===== src/rtl/touch_adc_responder_if.sv =====
// Serial link between the touchpad controller (master) and the touch ADC model (slave).
interface touch_adc_responder_if;
  logic touch_clk;
  logic touch_csb;
  logic data_out;
  logic data_in;
  logic touch_busy;

  modport master (
    output touch_clk,
    output touch_csb,
    output data_out,
    input  data_in,
    input  touch_busy
  );

  modport slave (
    input  touch_clk,
    input  touch_csb,
    input  data_out,
    output data_in,
    output touch_busy
  );
endinterface


===== src/rtl/touch_adc_responder.sv =====
// Touch-screen ADC model: takes an 8-bit command frame, holds busy for BUSY_EDGES
// touch_clk rises, then returns a DATA_W-bit X/Y/Z value MSB first.
module touch_adc_responder #(
  parameter int BUSY_EDGES = 1,
  parameter int DATA_W     = 12
) (
  input  logic                 cclk,
  input  logic                 rstb,
  touch_adc_responder_if.slave link,
  input  logic [DATA_W-1:0]    x_value,
  input  logic [DATA_W-1:0]    y_value,
  input  logic [DATA_W-1:0]    z_value,
  output logic [7:0]           last_cmd,
  output logic                 conv_done
);

  localparam int              BW        = (DATA_W > 1) ? $clog2(DATA_W) : 1;
  localparam logic [3:0]      BUSY_LAST = 4'(BUSY_EDGES);
  localparam logic [BW-1:0]   BITS_INIT = BW'(DATA_W - 1);

  typedef enum logic [1:0] {IDLE, CMD, BUSY, SHIFT} state_t;

  state_t            state, state_n;

  logic              tclk_p0, tclk_p1, tclk_p2;
  logic              csb_p0, csb_p1;
  logic              dout_p0, dout_p1;
  logic              rise, fall;

  logic [6:0]        cmd_sr, cmd_sr_n;
  logic [7:0]        cmd_next;
  logic [2:0]        bit_cnt, bit_cnt_n;
  logic [3:0]        edge_cnt, edge_cnt_n;
  logic [DATA_W-1:0] result_sr, result_sr_n;
  logic [BW-1:0]     bits_left, bits_left_n;
  logic              data_in_q, data_in_n;
  logic              busy_q, busy_n;
  logic [7:0]        last_cmd_n;
  logic              conv_done_n;

  function automatic logic [DATA_W-1:0] select_value(
    input logic [2:0]        addr,
    input logic [DATA_W-1:0] xv,
    input logic [DATA_W-1:0] yv,
    input logic [DATA_W-1:0] zv
  );
    case (addr)
      3'b101:  return xv;
      3'b001:  return yv;
      3'b011:  return zv;
      default: return '0;
    endcase
  endfunction

  // Two-flop synchronisers; tclk_p2 is the previous synchronised sample for edge detection
  always_ff @(posedge cclk or negedge rstb) begin
    if (!rstb) begin
      tclk_p0 <= 1'b0;
      tclk_p1 <= 1'b0;
      tclk_p2 <= 1'b0;
      csb_p0  <= 1'b0;
      csb_p1  <= 1'b0;
      dout_p0 <= 1'b0;
      dout_p1 <= 1'b0;
    end else begin
      tclk_p0 <= link.touch_clk;
      tclk_p1 <= tclk_p0;
      tclk_p2 <= tclk_p1;
      csb_p0  <= link.touch_csb;
      csb_p1  <= csb_p0;
      dout_p0 <= link.data_out;
      dout_p1 <= dout_p0;
    end
  end

  assign rise     = tclk_p1 & ~tclk_p2;
  assign fall     = ~tclk_p1 & tclk_p2;
  assign cmd_next = {cmd_sr, dout_p1};

  always_ff @(posedge cclk or negedge rstb) begin
    if (!rstb) state <= IDLE;
    else       state <= state_n;
  end

  always_comb begin
    state_n = state;
    if (csb_p1) begin
      state_n = IDLE;
    end else begin
      case (state)
        IDLE:    if (rise && dout_p1)                  state_n = CMD;
        CMD:     if (rise && bit_cnt == 3'd7)          state_n = BUSY;
        BUSY:    if (fall && edge_cnt == BUSY_LAST)    state_n = SHIFT;
        SHIFT:   if (fall && bits_left == '0)          state_n = IDLE;
        default:                                       state_n = IDLE;
      endcase
    end
  end

  // Serial outputs only move on a touch_clk fall so the controller's rise sample is stable
  always_comb begin
    cmd_sr_n    = cmd_sr;
    bit_cnt_n   = bit_cnt;
    edge_cnt_n  = edge_cnt;
    result_sr_n = result_sr;
    bits_left_n = bits_left;
    data_in_n   = data_in_q;
    busy_n      = busy_q;
    last_cmd_n  = last_cmd;
    conv_done_n = 1'b0;
    if (csb_p1) begin
      bit_cnt_n   = '0;
      edge_cnt_n  = '0;
      bits_left_n = '0;
      data_in_n   = 1'b0;
      busy_n      = 1'b0;
    end else begin
      case (state)
        IDLE: begin
          if (rise && dout_p1) begin
            cmd_sr_n  = 7'h01;
            bit_cnt_n = 3'd1;
          end
        end
        CMD: begin
          if (rise) begin
            cmd_sr_n  = cmd_next[6:0];
            bit_cnt_n = bit_cnt + 3'd1;
            if (bit_cnt == 3'd7) begin
              last_cmd_n  = cmd_next;
              result_sr_n = select_value(cmd_next[6:4], x_value, y_value, z_value);
              edge_cnt_n  = '0;
            end
          end
        end
        BUSY: begin
          if (rise && edge_cnt != BUSY_LAST) edge_cnt_n = edge_cnt + 4'd1;
          if (fall) begin
            if (edge_cnt == BUSY_LAST) begin
              busy_n      = 1'b0;
              data_in_n   = result_sr[DATA_W-1];
              bits_left_n = BITS_INIT;
            end else begin
              busy_n      = 1'b1;
            end
          end
        end
        SHIFT: begin
          if (fall) begin
            if (bits_left != '0) begin
              result_sr_n = result_sr << 1;
              data_in_n   = result_sr[DATA_W-2];
              bits_left_n = bits_left - BW'(1);
            end else begin
              data_in_n   = 1'b0;
              conv_done_n = 1'b1;
            end
          end
        end
        default: ;
      endcase
    end
  end

  always_ff @(posedge cclk or negedge rstb) begin
    if (!rstb) begin
      cmd_sr    <= '0;
      bit_cnt   <= '0;
      edge_cnt  <= '0;
      result_sr <= '0;
      bits_left <= '0;
      data_in_q <= 1'b0;
      busy_q    <= 1'b0;
      last_cmd  <= '0;
      conv_done <= 1'b0;
    end else begin
      cmd_sr    <= cmd_sr_n;
      bit_cnt   <= bit_cnt_n;
      edge_cnt  <= edge_cnt_n;
      result_sr <= result_sr_n;
      bits_left <= bits_left_n;
      data_in_q <= data_in_n;
      busy_q    <= busy_n;
      last_cmd  <= last_cmd_n;
      conv_done <= conv_done_n;
    end
  end

  assign link.data_in    = data_in_q;
  assign link.touch_busy = busy_q;

endmodule


===== src/flat_wrapper.sv =====
// flat-port wrapper written by rule: the top's interface ports become plain ports
module touch_adc_responder_flat 
#(
  parameter int BUSY_EDGES = 1,
  parameter int DATA_W     = 12
)
  (cclk, rstb, x_value, y_value, z_value, last_cmd, conv_done, link_touch_clk, link_touch_csb, link_data_out, link_data_in, link_touch_busy);
  touch_adc_responder_if link_i ();
  input  logic cclk;
  input  logic rstb;
  input  logic [DATA_W-1:0] x_value;
  input  logic [DATA_W-1:0] y_value;
  input  logic [DATA_W-1:0] z_value;
  output logic [7:0] last_cmd;
  output logic conv_done;
  input wire logic [$bits(link_i.touch_clk)-1:0] link_touch_clk;
  input wire logic [$bits(link_i.touch_csb)-1:0] link_touch_csb;
  input wire logic [$bits(link_i.data_out)-1:0] link_data_out;
  output wire logic [$bits(link_i.data_in)-1:0] link_data_in;
  output wire logic [$bits(link_i.touch_busy)-1:0] link_touch_busy;
  assign link_i.touch_clk = link_touch_clk;
  assign link_i.touch_csb = link_touch_csb;
  assign link_i.data_out = link_data_out;
  assign link_data_in = link_i.data_in;
  assign link_touch_busy = link_i.touch_busy;
  touch_adc_responder #(.BUSY_EDGES(BUSY_EDGES), .DATA_W(DATA_W)) u_core (.cclk(cclk), .rstb(rstb), .link(link_i), .x_value(x_value), .y_value(y_value), .z_value(z_value), .last_cmd(last_cmd), .conv_done(conv_done));
endmodule

===== config.mk =====
export PLATFORM = sky130hd
export DESIGN_NAME = touch_adc_responder_flat
export DESIGN_NICKNAME = d
export VERILOG_FILES = /design/src/rtl/touch_adc_responder_if.sv /design/src/rtl/touch_adc_responder.sv /design/src/flat_wrapper.sv
export SDC_FILE = /design/constraint.sdc
export NUM_CORES = 1
export LEC_CHECK = 0
export ABC_AREA = 1
export CAP_MARGIN = 25
export CELL_PAD_IN_SITES_DETAIL_PLACEMENT = 1
export CELL_PAD_IN_SITES_GLOBAL_PLACEMENT = 2
export CORE_AREA = 2 2 106 108
export DETAILED_ROUTE_END_ITERATION = 12
export DIE_AREA = 0 0 108 110
export PLACE_DENSITY = 0.77
export RECOVER_POWER = 100
export SLEW_MARGIN = 0
export SYNTH_ARGS = -nofsm -noshare
export SYNTH_HDL_FRONTEND = slang
export SYNTH_SLANG_ARGS = --single-unit

===== constraint.sdc =====
create_clock -name cclk -period 1.4 [get_ports cclk]
set_input_delay 0.42 -clock cclk [delete_from_list [all_inputs] [get_ports cclk]]
set_output_delay 0.42 -clock cclk [all_outputs]
set_load 0.005 [all_outputs]

Word-level counts from Yosys, hierarchy flattened --
Index checks and enable logic that the tools add are counted.
Cells by class: shift-type cells 0, bitwise gates (word level) 5, multiply operators 0, div/mod/pow operators 0, order comparisons 0, mux-type cells 44, eq/ne operators 25, reduce and logical (&&, ||, !) cells 24, add/sub/neg operators 3
Operator list (number):
- $mux W12 | 4
- $mux W4 | 9
- $pmux W12 S3 | 1
- $ne A3 B1 Y1 const B | 11
- $pmux W12 S2 | 1
- $reduce_and A4 Y1 | 5
- $pmux W4 S2 | 2
- $mux W7 | 2
- $pmux W7 S2 | 1
- $mux W1 | 13
- $mux W2 | 5
- $ne A2 B1 Y1 const B | 5
- $mux W3 | 3
- $reduce_bool A3 Y1 | 3
- $pmux W2 S4 | 1
- $reduce_bool A2 Y1 | 4
- $eq A3 B3 Y1 const B | 2
- $pmux W3 S2 | 1
- $reduce_and A6 Y1 | 1
- $logic_and A1 B1 Y1 | 5
- $reduce_and A5 Y1 | 1
- $add A4 B1 Y4 const B | 1
- $eq A2 B2 Y1 const B | 2
- $eq A4 B1 Y1 const B | 1
- 14 further kinds | 17
Storage, ports and cells: memory bits (read-only) 0, bits in writable memories 0, logic and storage cells 118, latch bits 0, register bits after elaboration 50, output and inout bits 11, memories 0

Depth between registers and ports, before layout --
Gate-level depths: netlist (run 1).
depth after elaboration 6, gate-level depth with buffers 11, mapped depth without buffers 10

Least setup slack after synthesis (run 1) --
OpenSTA, ideal clock, no wires.
path kind register to register, from reg u_core.state[1], to reg u_core.result_sr[10], cell stages (with the launch flop) 12, path slack -0.091 ns, arrival time 1.374 ns, cells stage by stage dfrtp_1 -> inv_1 -> ha_1 -> inv_2 -> nor2_1 -> nor2_1 -> nand2_2 -> nor2_4 -> buf_4 -> nand2_1 -> nand2_1 -> nand2_1
On the way: word-level cells in the longest chain between the ends 3
Ends and longest elaborated chain:
- start: declaration | line touch_adc_responder.sv:23 | state_t state, state_n;
- start signal: assignment | line touch_adc_responder.sv:82 | else state <= state_n;
- $eq A2 B2 Y1 or $eq A2 B1 Y1 (tied branches)
- $ne A2 B1 Y1 (no line) or $reduce_bool A2 Y1 (tied branches)
- $reduce_and A6 Y1 (no line)
- end signal: assignment | line touch_adc_responder.sv:180 | result_sr <= result_sr_n;
- end: declaration | line touch_adc_responder.sv:34 | logic [DATA_W-1:0] result_sr, result_sr_n;
Several ways; a longest one is shown, not always the timed one. A chain may end at the register's enable or synchronous reset.

Final worst setup path (run 1) --
from reg u_core.state[1], to reg u_core.result_sr[7]
Same word-level chain as after synthesis.

==> results.yml, run 1 <==
outcome:
  status: "finished, violations left"
  violations: "negative setup slack"
min_path:
  min_from: "u_core.dout_p0"
  hold_path.class: "reg2reg"
synth:
  synth_commonest_cells: "107 x nand2_1, 50 x dfrtp_1, 40 x nand3_1, 37 x inv_1, 29 x nand4_1"
  synth_top_area_share_pct: 43.9
  avgSynthCellArea_um2: 7.52
  synth_edf_count: 0
  yosys.area.top_type: "dfrtp_1"
  yosysSeqAreaShare_pct: 43.9
  synth-main-ff-cell: "dfrtp_1"
  synth.distinct_cells: 23
  synthesis.nets: 430
  ys_async_sr_fraction_pct: 100
  syn_inst: 379
  synth-seq-cells: 50
  synth-warning-count: 0
  synth_area_leaders: "dfrtp_1 44%, nand2_1 14%, nand3_1 7.0%"
  synthesis.area_um2: 2850
  synth_most_common_cell: "nand2_1"
drt:
  drtPass1Iterations: 4
  drtIter0Drc: 91
  drt-total-wl_um: 9470
  final_antenna_net_count: 0
  route.detailed.drc: 0
  wire_per_inst_um: 14.9
  via_per_inst: 4.70
  dr_total_vias: 2987
global_route:
  grt_usage_pct: 15.7
  antenna_found_initial: 0
  grt_max_degree: 51
  grt_pass1_wl_um: 15000
  grt_pass1_vias: 3057
  grt_overflow: 0
floorplanning:
  num_rows: 38
  fp.dieArea_um2: 11900
  die_h_um: 110
  die_w_um: 108
  core_area_um2: 10700
  start_util_pct: 26.6
  ios: 52
finish:
  area_growth_syn_to_layout_pct: 58.7
  layoutNonFillerInstCount: 635
  drive_gt1_share_pct: 31.7
  diodes: 0
  fin_nets: 545
clocking:
  htreeDepth: 2
  clk_latency_ps: 310
  cts_buffers: 5
  cts_tree: "yes"
  clkSinkCount: 50
  holdBufCountCts: 0
  clockBufferDepth: 2
  cts_root_buffer: "clkbuf_8"
  clkTransAtPathRegs_ps: 90
timing:
  finalSetupViolCount: 41
  clock.fmax_ghz: 0.600
  skew_ps: 5.08
  finalCritPeriodShare_pct: 119
  max-slew-margin-rel_pct: 24.2
  fin_ws_ps: -266
  slew_violations: 0
  worst_hold_slack_ps: 356
  rsz0062_at_grt: "yes"
  worst_slew_pin_slew_ps: 1140
  period_needed_ps: 1670
  hold_violations: 0
placement:
  io_buffer_count: 51
  gp_congestion: 0.771
  post-dp-hpwl_um: 6650
  dpl.cell_count: 605
pwr:
  powerDensity_nw_per_um2: 1400
  ir_drop_mv: 0.560
  power_uw: 6330
  cellLeakagePower_uw: 0.00209
worst_setup_path:
  start_kind: "register"
  cp_max_fo: 5
  end_kind: "register"
  cp-startpoint: "u_core.state[1]"
  critPathKind: "reg2reg"
  worstPathArrival_ps: 1870
  r2r_start: "u_core.state[1]"
  critPathRequiredTime_ps: 1610
job:
  maxCapViolCount: 0
## timing repair
item / 4_1_cts / 5_1_grt
gates resized for setup: 67 / 44
pin swaps: 5 / 18
hold endpoints to repair: 0 / 0
endpoints found under the setup margin: 52 / 49
cloned: 0 / 2
setup buffers: 11 / 10
## placed cells by master, fill, tap and decap left out, types with 5 or more instances in the layout
cell type / synthesis / routed
o22ai_2: 0 / 6
buf_4: 6 / 59
nand2_4: 0 / 6
ha_4: 0 / 5
nand4_1: 29 / 29
nand3_1: 40 / 35
nor2_4: 3 / 6
nand2_2: 2 / 20
a21oi_1: 13 / 12
clkdlybuf4s15_1: 0 / 10
inv_1: 37 / 30
nor2_2: 4 / 5
clkbuf_8: 0 / 5
dfrtp_1: 50 / 48
nor2_1: 27 / 23
o21ai_1: 3 / 8
o21ai_0: 21 / 13
inv_2: 5 / 9
clkdlybuf4s50_1: 0 / 36
nand2_1: 107 / 83
buf_6: 0 / 8
## layer usage
metal | global-route usage [%] | routed length (µm)
met1 | 20.8 | 4160
met2 | 26.8 | 4960
met3 | 2.41 | 170
met4 | 4.12 | 189
met5 | 0 | 0
## per-stage QoR
stage	instance area [µm²]	setup slack [ps]	setup TNS (ps)	util [%]
final	4520	-266	-8610	42.3
after global routing	4520	-360	-12140	42.3
after CTS	4280	-220	-4830	40.0
after detailed placement	3910	-239	-7120	36.5
after global placement	3910	-172	-4310	36.5
after floorplan	2900	-25.2	-213	-
## flip-flops by register name, summed over array words and instances, names as in the netlist, 2 cells and up
signal,cells
u_core.state,2
u_core.last_cmd,8
u_core.result_sr,12
u_core.cmd_sr,7
u_core.edge_cnt,4
u_core.bit_cnt,3
u_core.bits_left,4
## worst max-delay path, cell delays in order, from the launching register on
cell       delay, ps
dfrtp_2          430
inv_2             70
ha_4             170
inv_4             70
nor2_2            40
nor2_2           100
nand2_2          100
nor2_4           240
clkbuf_16        190
nand2_2           40
nand2_1           50
nand2_1           50
## power by group
group	switching, µW	internal, µW
combinational	1700	1630
sequential	208	1760
clock	501	534
total	2400	3920
## cell families (layout without fill, tap and decap cells)
group	count (synthesis)	in the layout	synth area share, %
simple gates	216	216	34.7
buf+inv	59	175	8.91
flops	50	50	43.9
compound gates	44	44	8.08
fa+ha+maj	10	10	4.39
## path summary, 6_finish.rpt
| kind | slack [ps] | end | cells after the start |
|---|---|---|---|
| worst min register to register | 360 | u_core.dout_p1 | 0 |
| max in group asynchronous | 230 | u_core.state[0] | 2 |
| worst max register to register | -270 | u_core.result_sr[7] | 11 |
| min in group asynchronous | 410 | u_core.edge_cnt[0] | 2 |
| worst min-delay path | 360 | u_core.dout_p1 | 0 |
| worst max-delay path | -270 | u_core.result_sr[7] | 11 |
## layout make-up
cell class	count	area, µm²
clock buffer	6	72.6
timing repair buffer	125	1170
tap	140	175
inverter	42	165
fill	1268	6180
multi-input combinational	270	1650
clock inverter	2	37.5
sequential	50	1250
Note: power is estimated with default switching activity, not from simulation.
==> run 2: changes to the inputs <==
--- a/config.mk
+++ b/config.mk
@@ -9,10 +9,11 @@
 export CAP_MARGIN = 25
 export CELL_PAD_IN_SITES_DETAIL_PLACEMENT = 1
 export CELL_PAD_IN_SITES_GLOBAL_PLACEMENT = 2
-export CORE_AREA = 2 2 106 108
+export CORE_AREA = 5 5 107 109
+export CTS_BUF_LIST = sky130_fd_sc_hd__clkbuf_8
 export DETAILED_ROUTE_END_ITERATION = 12
-export DIE_AREA = 0 0 108 110
-export PLACE_DENSITY = 0.77
+export DIE_AREA = 0 0 112 114
+export PLACE_DENSITY = 0.8
 export RECOVER_POWER = 100
 export SLEW_MARGIN = 0
 export SYNTH_ARGS = -nofsm -noshare
==> results.yml, run 2 (synthesis gave the netlist of run 1 again) <==
floorplanning:
  die_w_um: 112
  core_area_um2: 10500
  fp.dieArea_um2: 12800
  ios: 52
  num_rows: 38
  start_util_pct: 27.1
  die_h_um: 114
timing:
  rsz0062_at_grt: "yes"
  skew_ps: 12.8
  hold_violations: 0
  slew_violations: 0
  period_needed_ps: 1640
  finalCritPeriodShare_pct: 117
  fin_ws_ps: -238
  clock.fmax_ghz: 0.610
  finalSetupViolCount: 41
  max-slew-margin-rel_pct: 52.1
  worst_slew_pin_slew_ps: 718
clocking:
  cts_root_buffer: "clkbuf_8"
  clk_latency_ps: 310
  clkTransAtPathRegs_ps: 110
  clockBufferDepth: 2
  cts_tree: "yes"
  clkSinkCount: 50
  htreeDepth: 2
  cts_buffers: 5
min_path:
  hold_path.class: "in2async"
placement:
  gp_congestion: 0.765
  post-dp-hpwl_um: 6790
  io_buffer_count: 51
outcome:
  status: "finished, violations left"
  violations: "negative setup slack"
global_route:
  grt_overflow: 0
  grt_max_degree: 51
  grt_pass1_vias: 3287
  grt_usage_pct: 14.9
  grt_pass1_wl_um: 15900
  antenna_found_initial: 0
worst_setup_path:
  start_kind: "register"
  critPathRequiredTime_ps: 1610
  worstPathArrival_ps: 1850
  cp_max_fo: 8
  cp_slowest_cell: "dfrtp_2"
  r2r_slack_ps: -240
  slowest_delay_ps: 440
  worstPathCellList: "buf_6, ha_4, buf_6, nand2_4, nand3_4, nor2_4, buf_12, buf_12, nand2_2, nand2_1, nand2_1"
  end_kind: "register"
  critPathKind: "reg2reg"
finish:
  largest-register: "u_core.result_sr"
  final_common_cell: "nand2_1"
  area_growth_syn_to_layout_pct: 62.2
  drive_gt1_share_pct: 34.5
  fin_nets: 548
  utilization_pct: 44.0
  biggestRegsByFlops: "u_core.result_sr (12), u_core.last_cmd (8), u_core.cmd_sr (7)"
  final_cell_mix: "85 x nand2_1, 56 x buf_4, 47 x dfrtp_1"
  diodes: 0
  largest_reg_flops: 12
drt:
  drt-total-wl_um: 9720
  final_antenna_net_count: 0
  wl_met2_um: 5170
  wl_met1_um: 4220
  route.detailed.drc: 0
  drtPass1Iterations: 4
  highest_layer: "met4"
  via_per_inst: 4.76
  wire_per_inst_um: 15.2
  drtIter0Drc: 84
  route.met3.wl_um: 145
  dr_total_vias: 3035
job:
  maxCapViolCount: 0
pwr:
  powerDensity_nw_per_um2: 1310
  cellLeakagePower_uw: 0.00213
  power_uw: 6050
  ir_drop_mv: 0.556
-- run 2: power breakdown --
part | leakage (µW) | internal, µW | total [µW] | switching (µW)
registers | 0.000641 | 1760 | 1960 | 200
logic | 0.00144 | 1550 | 3230 | 1680
clock network | 0.0000493 | 347 | 860 | 513
total | 0.00213 | 3660 | 6050 | 2390
-- run 2: final cells by class --
cell class	instances	area (µm²)
repair buffers	127	1180
inverters	42	165
well taps	140	175
flip-flops and latches	50	1250
multi-input cells	271	1760
clock inverters	3	17.5
fillers	1222	5890
clock buffers	5	68.8
-- run 2: repair_timing --
action	in CTS	in global routing
hold buffers	0	0
cloned	3	0
hold endpoints to repair	0	0
setup buffers	16	7
endpoints found under the setup margin	52	53
pin swaps	26	18
gates resized for setup	85	64
-- run 2: final timing paths --
check / start / endpoint / depth (start not counted)
setup / recovery: u_core.state[1] / u_core.result_sr[4] / 11
hold / removal: rstb / u_core.bits_left[2] / 2
setup reg to reg: u_core.state[1] / u_core.result_sr[4] / 11
hold reg to reg: u_core.csb_p0 / u_core.csb_p1 / 0
max in group asynchronous: rstb / u_core.state[0] / 2
min in group cclk: u_core.csb_p0 / u_core.csb_p1 / 0
-- run 2: layer usage --
layer	vias to the layer above	global-route usage, %
li1	1484	-
met1	1504	19.0
met2	33	26.8
met3	14	1.86
met4	0	4.01
met5	-	0
-- run 2: per-stage QoR --
stage	std cells	hold slack [ps]	area [µm²]	setup TNS, ps	worst slack, ps
3_5_place_dp	605	340	3890	-6340	-208
5_1_grt	638	342	4620	-10330	-323
3_3_place_gp	605	332	3890	-3920	-191
6_report	638	273	4620	-7050	-238
2_1_floorplan	379	124	2900	-213	-25.2
4_1_cts	632	94.6	4430	-6490	-226
-- run 2: critical path: cells and delay by family (launching register included) --
family                   cells  cell delay [ps]
adder cells (fa/ha/maj)      1              170
buffers and inverters        4              500
flip-flops                   1              440
AND/OR/NAND/NOR              6              460
